<file path="config.mk">
export PLATFORM = sky130hd
export DESIGN_NAME = seg7_scan_flat
export DESIGN_NICKNAME = d
export VERILOG_FILES = /design/src/rtl/seg7_pkg.sv /design/src/rtl/seg7_if.sv /design/src/rtl/seg7_decode.sv /design/src/rtl/seg7_scan.sv /design/src/flat_wrapper.sv
export SDC_FILE = /design/constraint.sdc
export NUM_CORES = 1
export LEC_CHECK = 0
export ABC_AREA = 1
export CELL_PAD_IN_SITES_DETAIL_PLACEMENT = 1
export CELL_PAD_IN_SITES_GLOBAL_PLACEMENT = 1
export CORE_MARGIN = 2
export CORE_UTILIZATION = 45
export CTS_BUF_LIST = sky130_fd_sc_hd__clkbuf_16
export CTS_CLUSTER_SIZE = 14
export DETAILED_ROUTE_END_ITERATION = 7
export GPL_ROUTABILITY_DRIVEN = 0
export PLACE_DENSITY = 0.86
export SYNTH_ARGS = -nofsm -noshare
export SYNTH_HDL_FRONTEND = slang
export SYNTH_SLANG_ARGS = --single-unit
</file>
<file path="constraint.sdc">
create_clock -name clk -period 2.3 [get_ports clk]
set_input_delay 0.46 -clock clk [delete_from_list [all_inputs] [get_ports clk]]
set_output_delay 0.46 -clock clk [all_outputs]
set_load 0.02 [all_outputs]
</file>
<file path="src/rtl/seg7_pkg.sv">
// -----------------------------------------------------------------------------
// seg7_pkg
// Shared constants and types for the four-digit seven-segment scanner.
//   seg_t        : segment vector {g,f,e,d,c,b,a}, active low
//   an_t         : anode enable vector, active low, an[0] = s1 .. an[3] = m10
//   digit_idx_t  : which digit slot is being driven
//   SEG_0..SEG_9 : glyphs for decimal digits
//   SEG_DASH     : glyph for a nibble that cannot be a valid time digit
//   SEG_OFF      : all segments dark
//   AN_OFF       : all anodes disabled
// -----------------------------------------------------------------------------
package seg7_pkg;

    typedef logic [6:0] seg_t;
    typedef logic [3:0] an_t;

    typedef enum logic [1:0] {
        DIG_S1  = 2'd0,
        DIG_S10 = 2'd1,
        DIG_M1  = 2'd2,
        DIG_M10 = 2'd3
    } digit_idx_t;

    localparam seg_t SEG_0    = 7'h40;
    localparam seg_t SEG_1    = 7'h79;
    localparam seg_t SEG_2    = 7'h24;
    localparam seg_t SEG_3    = 7'h30;
    localparam seg_t SEG_4    = 7'h19;
    localparam seg_t SEG_5    = 7'h12;
    localparam seg_t SEG_6    = 7'h02;
    localparam seg_t SEG_7    = 7'h78;
    localparam seg_t SEG_8    = 7'h00;
    localparam seg_t SEG_9    = 7'h10;
    localparam seg_t SEG_DASH = 7'h3F;
    localparam seg_t SEG_OFF  = 7'h7F;

    localparam an_t  AN_OFF   = 4'hF;

endpackage

</file>
<file path="src/rtl/seg7_if.sv">
// -----------------------------------------------------------------------------
// seg7_if
// Bundle between the timer side and the display scanner.
//   bcd_in   : timer value {m10,m1,s10,s1}, asynchronous to the scanner clock
//   mode     : 1 = countdown (colon blinks), 0 = count-up (colon steady)
//   blink_en : allow whole-display blinking once the value reaches 0000
//   an       : anode enables, active low
//   seg      : segments {g,f,e,d,c,b,a}, active low
//   dp       : decimal point / colon, active low
// master = timer/board side, slave = scanner.
// -----------------------------------------------------------------------------
interface seg7_if;
    import seg7_pkg::*;

    logic [15:0] bcd_in;
    logic        mode;
    logic        blink_en;
    an_t         an;
    seg_t        seg;
    logic        dp;

    modport master (output bcd_in, mode, blink_en, input an, seg, dp);
    modport slave  (input bcd_in, mode, blink_en, output an, seg, dp);

endinterface

</file>
<file path="src/rtl/seg7_decode.sv">
// -----------------------------------------------------------------------------
// seg7_decode
// Combinational BCD nibble to seven-segment glyph.
//   nibble    in  4  digit value
//   tens_flag in  1  digit is a tens position (s10/m10), valid range 0..5
//   seg       out 7  active-low glyph; dash for out-of-range nibbles
// -----------------------------------------------------------------------------
module seg7_decode
    import seg7_pkg::*;
(
    input  logic [3:0] nibble,
    input  logic       tens_flag,
    output seg_t       seg
);

    always_comb begin
        seg = SEG_DASH;
        if ((nibble <= 4'd9) && !(tens_flag && (nibble > 4'd5))) begin
            case (nibble)
                4'd0:    seg = SEG_0;
                4'd1:    seg = SEG_1;
                4'd2:    seg = SEG_2;
                4'd3:    seg = SEG_3;
                4'd4:    seg = SEG_4;
                4'd5:    seg = SEG_5;
                4'd6:    seg = SEG_6;
                4'd7:    seg = SEG_7;
                4'd8:    seg = SEG_8;
                4'd9:    seg = SEG_9;
                default: seg = SEG_DASH;
            endcase
        end
    end

endmodule

</file>
<file path="src/rtl/seg7_scan.sv">
// -----------------------------------------------------------------------------
// seg7_scan
// Time-multiplexes a BCD MM:SS value onto a common-anode 4-digit display with
// input stabilisation, per-slot anti-ghost blanking, leading-zero blanking of
// m10 and whole-display blinking at expiry.
//   clk    in  1  system clock
//   rst_n  in  1  asynchronous active-low reset
//   bus    seg7_if.slave : bcd_in, mode, blink_en in; an, seg, dp out
// Parameters:
//   SCAN_DIV    clk cycles per digit slot (>= 2)
//   BLANK_CYC   leading cycles of each slot with all anodes off (< SCAN_DIV)
//   BLINK_TICKS slot ticks per blink half-period (>= 1)
//   LZB         1 = blank m10 when it is zero
// -----------------------------------------------------------------------------
module seg7_scan
    import seg7_pkg::*;
#(
    parameter int SCAN_DIV    = 50000,
    parameter int BLANK_CYC   = 500,
    parameter int BLINK_TICKS = 250,
    parameter bit LZB         = 1'b1
) (
    input  logic   clk,
    input  logic   rst_n,
    seg7_if.slave  bus
);

    localparam int PW = (SCAN_DIV > 1) ? $clog2(SCAN_DIV) : 1;
    localparam int BW = $clog2(BLINK_TICKS + 1);

    localparam logic [PW-1:0] PRE_LAST   = PW'(SCAN_DIV - 1);
    localparam logic [PW-1:0] PRE_BLANK  = PW'(BLANK_CYC);
    localparam logic [BW-1:0] BLINK_LAST = BW'(BLINK_TICKS - 1);

    logic [15:0]   sync_p0;
    logic [15:0]   sync_p1;
    logic [15:0]   stable_val;
    logic [15:0]   snap;
    logic [PW-1:0] pre;
    digit_idx_t    idx;
    logic [BW-1:0] blink_cnt;
    logic          blink_phase;

    an_t           an_r;
    seg_t          seg_r;
    logic          dp_r;

    logic          tick;
    logic [3:0]    nib;
    seg_t          glyph;
    logic          blank;
    an_t           an_next;
    seg_t          seg_next;
    logic          dp_next;

    assign tick = (pre == PRE_LAST);

    // Stage p0/p1: two-flop synchroniser, then a filter that only accepts a
    // value seen on two consecutive clocks so a single-cycle transient is dropped.
    always_ff @(posedge clk or negedge rst_n) begin
        if (!rst_n) begin
            sync_p0    <= '0;
            sync_p1    <= '0;
            stable_val <= '0;
        end else begin
            sync_p0 <= bus.bcd_in;
            sync_p1 <= sync_p0;
            if (sync_p0 == sync_p1) begin
                stable_val <= sync_p1;
            end
        end
    end

    // Scan timing: prescaler, digit index, frame snapshot and blink phase.
    // The snapshot is taken only when leaving the last digit, so every frame
    // shows one coherent value.
    always_ff @(posedge clk or negedge rst_n) begin
        if (!rst_n) begin
            pre         <= '0;
            idx         <= DIG_S1;
            snap        <= '0;
            blink_cnt   <= '0;
            blink_phase <= 1'b0;
        end else begin
            pre <= tick ? '0 : pre + PW'(1);
            if (tick) begin
                idx <= digit_idx_t'(idx + 2'd1);
                if (idx == DIG_M10) begin
                    snap <= stable_val;
                end
                if (blink_cnt == BLINK_LAST) begin
                    blink_cnt   <= '0;
                    blink_phase <= ~blink_phase;
                end else begin
                    blink_cnt <= blink_cnt + BW'(1);
                end
            end
        end
    end

    always_comb begin
        nib = snap[3:0];
        case (idx)
            DIG_S1:  nib = snap[3:0];
            DIG_S10: nib = snap[7:4];
            DIG_M1:  nib = snap[11:8];
            DIG_M10: nib = snap[15:12];
        endcase
    end

    // Tens positions (s10, m10) sit on odd indices.
    seg7_decode u_decode (
        .nibble    (nib),
        .tens_flag (idx[0]),
        .seg       (glyph)
    );

    always_comb begin
        blank = (pre < PRE_BLANK)
              | (bus.blink_en & (snap == 16'h0000) & blink_phase)
              | (LZB & (idx == DIG_M10) & (snap[15:12] == 4'd0));
        an_next  = AN_OFF;
        seg_next = SEG_OFF;
        dp_next  = 1'b1;
        if (!blank) begin
            an_next  = ~(4'b0001 << idx);
            seg_next = glyph;
            // Colon: steady when counting up, follows blink phase when counting down.
            dp_next  = !((idx == DIG_S10) && (!bus.mode || !blink_phase));
        end
    end

    // Output stage: one clock behind index/prescaler, glitch-free pins.
    always_ff @(posedge clk or negedge rst_n) begin
        if (!rst_n) begin
            an_r  <= AN_OFF;
            seg_r <= SEG_OFF;
            dp_r  <= 1'b1;
        end else begin
            an_r  <= an_next;
            seg_r <= seg_next;
            dp_r  <= dp_next;
        end
    end

    assign bus.an  = an_r;
    assign bus.seg = seg_r;
    assign bus.dp  = dp_r;

endmodule

</file>
<file path="src/flat_wrapper.sv">
// flat-port wrapper written by rule: the top's interface ports become plain ports
module seg7_scan_flat import seg7_pkg::*;
#(
    parameter int SCAN_DIV    = 50000,
    parameter int BLANK_CYC   = 500,
    parameter int BLINK_TICKS = 250,
    parameter bit LZB         = 1'b1
)
  (clk, rst_n, bus_bcd_in, bus_mode, bus_blink_en, bus_an, bus_seg, bus_dp);
  seg7_if bus_i ();
  input  logic clk;
  input  logic rst_n;
  input wire logic [$bits(bus_i.bcd_in)-1:0] bus_bcd_in;
  input wire logic [$bits(bus_i.mode)-1:0] bus_mode;
  input wire logic [$bits(bus_i.blink_en)-1:0] bus_blink_en;
  output wire logic [$bits(bus_i.an)-1:0] bus_an;
  output wire logic [$bits(bus_i.seg)-1:0] bus_seg;
  output wire logic [$bits(bus_i.dp)-1:0] bus_dp;
  assign bus_i.bcd_in = bus_bcd_in;
  assign bus_i.mode = bus_mode;
  assign bus_i.blink_en = bus_blink_en;
  assign bus_an = bus_i.an;
  assign bus_seg = bus_i.seg;
  assign bus_dp = bus_i.dp;
  seg7_scan #(.SCAN_DIV(SCAN_DIV), .BLANK_CYC(BLANK_CYC), .BLINK_TICKS(BLINK_TICKS), .LZB(LZB)) u_core (.clk(clk), .rst_n(rst_n), .bus(bus_i));
endmodule
</file>
==> summary.md <==
| Metric | Value |
|---|---|
| Met1 usage | `24.25%` |
| Initial DRC count | `97` |
| Synth unique cells | `35` |
| Highest clock rate | `474.7 MHz` |
| Final core occ | `53.93%` |
| Slew headroom | `69.35%` |
| Avg WL per Cell | `15.03 µm` |
| Most used cell, CP | `nand2_1` |
| Largest net degree at the start of global routing | `58` |
| Post-synthesis sequential area ratio | `55.77%` |
| Crit-path max FO | `6` |
| Max incr delay on CP | `0.43 ns` |
| Clk slew on worst S/H paths | `0.07 ns` |
| Crit path from | `u_core.idx[0]` |
| Top_reg_cell synth | `dfrtp_1` |
| Cell family with most CP delay | `simple AND/OR/NAND/NOR gates` |
| CP required | `2.59 ns` |
| DIE AREA | `11160 µm²` |
| DRC | `0` |
| Yosys reg bits | `103` |
| Layout fillers | `1198` |
| Via density | `5.065` |
| Unrepaired setup endpoints after global routing | `false` |
| TritonCTS clock tree | `built` |
| Clock sinks | `103` |
| Buf+Inv Stages, Crit Path | `3` |
| DPL Wire Length | `7591 µm` |
| Period utilisation layout | `91.59%` |
| Core ar. | `10180 µm²` |
| Slew @ Worst Pin | `0.4563 ns` |
| Setup Skew | `0.006323 ns` |
| GR Util met3 | `3.711%` |
| Die Height | `105.6 µm` |
| Met2 usage | `36.96%` |
| Cts bufs inserted | `9` |
| H-tree depth | `3` |
| Syn Inst Count | `519` |
| Gr ovfl total | `0` |
| Total Neg Setup Slack | `0 ns` |
| Maxcap violations | `0` |
| Crit-path cells | `buf_4, ha_4, nand2_1, nand2_1, o21ai_1, buf_4, inv_1, ha_1, nor2_2, nand3_1, nand2_1, nand2_1, nand2_4, nor2_1, nand2_1` |
| Hold Slack | `0.04466 ns` |
| Crit path capture type | `flip-flop` |
| Antenna Nets Post-Route | `0` |
| CP max-delay cell | `dfrtp_2` |
| Number of global-route vias before repair | `3902` |
| Die Wd | `105.6 µm` |
| Endpoints failing setup | `0` |
| Status | `finished clean` |
| Hold Path Class | `input pin to async pin` |
| First-pass DRT Iterations | `4` |
| Share of Yosys cell area claimed by the top area cell type | `48.99%` |
| Row count | `37` |
| Critical path type | `flip-flop to flip-flop` |
| Clk buf depth | `2` |
| Worst-Skew Late Latency | `0.35 ns` |
| Top Ports | `32` |
| CP Launch Type | `flip-flop` |
| Asr flop ratio synth | `100.0%` |
| Share of cells above drive strength 1 | `11.25%` |
| Detailed Route WL | `10600 µm` |
| Syn_nets | `552` |
| Sequential cell area | `2594 µm²` |
| Tmin final | `2.107 ns` |
| GRT Total Usage | `20.55%` |
| VDD IR max | `0.0004200 V` |
| Worst Path Arrival | `2.40 ns` |
| Vias after detailed routing | `3571` |
| Antenna violations before repair | `0` |
| Syn_area_per_cell | `8.956 µm²` |
| Final slew viol count | `0` |
| # hold bufs at CTS | `0` |
| # diodes | `0` |
| Root Driver | `clkbuf_16` |
| Total chip power | `0.003428 W` |
| Post-synth EDFFs | `0` |
| Ys Warns | `0` |
| R2R Path Start | `u_core.idx[0]` |
| Layout Nets | `597` |
| Initial core utilization | `45.64%` |
| Ranking of synthesized cells by area | `dfrtp_1 49%, nand2_1 12%, dfstp_2 6.8%` |
| Final Hold Fails | `0` |
| Mapped Area | `4648 µm²` |
| PD cells | `624.1 nW/µm²` |
| Leakage | `2.731 nW` |
| First-pass GRT wire length | `18210 µm` |
| Cell taking the most area after synthesis | `dfrtp_1` |
| Number of I/O port buffers | `31` |
| Area growth syn-to-layout | `18.17%` |
| Layer with the highest usage | `met2` |
| Multi-input gate area | `1822 µm²` |
-- sequential cells by signal, indices dropped and copies added, names as in the netlist, 4 cells and up --
| register | count |
|---|---|
| u_core.pre | 16 |
| u_core.snap | 16 |
| u_core.stable_val | 16 |
| u_core.sync_p0 | 16 |
| u_core.sync_p1 | 16 |
| u_core.blink_cnt | 8 |
| u_core.bus.seg | 7 |
| u_core.bus.an | 4 |
-- metrics by stage --
step / worst slack [ns] / cells / area, µm²
3_5_place_dp: -0.06652 / 687 / 5141
6_report: 0.1934 / 705 / 5493
5_1_grt: 0.01123 / 705 / 5493
4_1_cts: 0.01044 / 703 / 5431
2_1_floorplan: 0.1786 / 519 / 4648
3_3_place_gp: 0.1860 / 687 / 5141
-- path summary, 6_finish.rpt --
kind                            slack, ns  depth (start not counted)                end
worst min-delay path                 0.04                          1     u_core.pre[14]
min in group clk                     0.40                          0  u_core.sync_p1[8]
worst max register to register       0.19                         15  u_core.bus.seg[5]
worst min register to register       0.40                          0  u_core.sync_p1[8]
worst max-delay path                 0.19                         15  u_core.bus.seg[5]
max in group asynchronous            1.57                          2  u_core.bus.seg[6]
-- cells in the final DEF (no fill, tap or decap), drive strengths merged --
cell,synthesis,final
a21oi,7,7
and3,1,1
buf,8,12
clkbuf,0,9
clkdlybuf4s50,0,30
clkinv,1,4
clkinvlp,0,1
dfrtp,91,91
dfstp,12,12
ha,13,13
inv,58,61
nand2,156,156
nand3,41,41
nand3b,3,3
nand4,6,6
nor2,51,51
nor3,11,11
nor3b,1,1
nor4,1,1
o211ai,2,2
o21ai,29,29
o21bai,1,1
o22ai,1,1
xnor2,6,6
xor2,19,19
-- what timing repair did --
action / CTS / global route
resized for setup: 4 / 12
setup endpoints to repair: 6 / 7
cloned: 0 / 0
buffers inserted: 0 / 2
-- per-layer routing --
layer / vias to the layer above / wire length (µm)
li1: 1726 / -
met1: 1769 / 4519
met2: 61 / 5586
met3: 15 / 303
met4: 0 / 187
met5: - / 0
-- power breakdown --
group	total [W]	internal (W)	switching, W
clock	0.00146	0.000748	0.000715
sequential	0.00186	0.00184	0.0000215
combinational	0.000104	0.0000503	0.0000537
-- cells by family after synthesis --
group | count (synthesis) | share of synthesized area (%)
adders and majority gates | 13 | 3.499
buffers and inverters | 67 | 6.164
AOI/OAI and AO/OA | 40 | 4.657
xor gates and xnor gates | 25 | 4.711
DFF | 103 | 55.77
and+or+nand+nor | 271 | 25.20
-- synthesized netlist by cell type (2+ instances only) --
cell type    n
nor2_1      47
dfrtp_1     91
nand2_2      2
o211ai_1     2
o21ai_0     21
nand4_1      6
nand3b_1     2
nor3_1       9
nor2_2       3
nand2_1    154
o21ai_1      6
buf_4        3
inv_1       56
o21ai_2      2
buf_6        3
ha_1        13
dfstp_2     12
inv_2        2
nand3_1     40
xor2_1      19
a21oi_1      7
xnor2_1      6
-- layout make-up --
type	count	area share [%]
flip-flops and latches	103	47.22
multi-input cells	349	33.17
repair buffers	42	7.335
clock buffers	9	4.100
inverters	59	4.032
well taps	136	3.098
clock inverters	7	1.048
No activity file was read; power rests on OpenSTA's default activity.
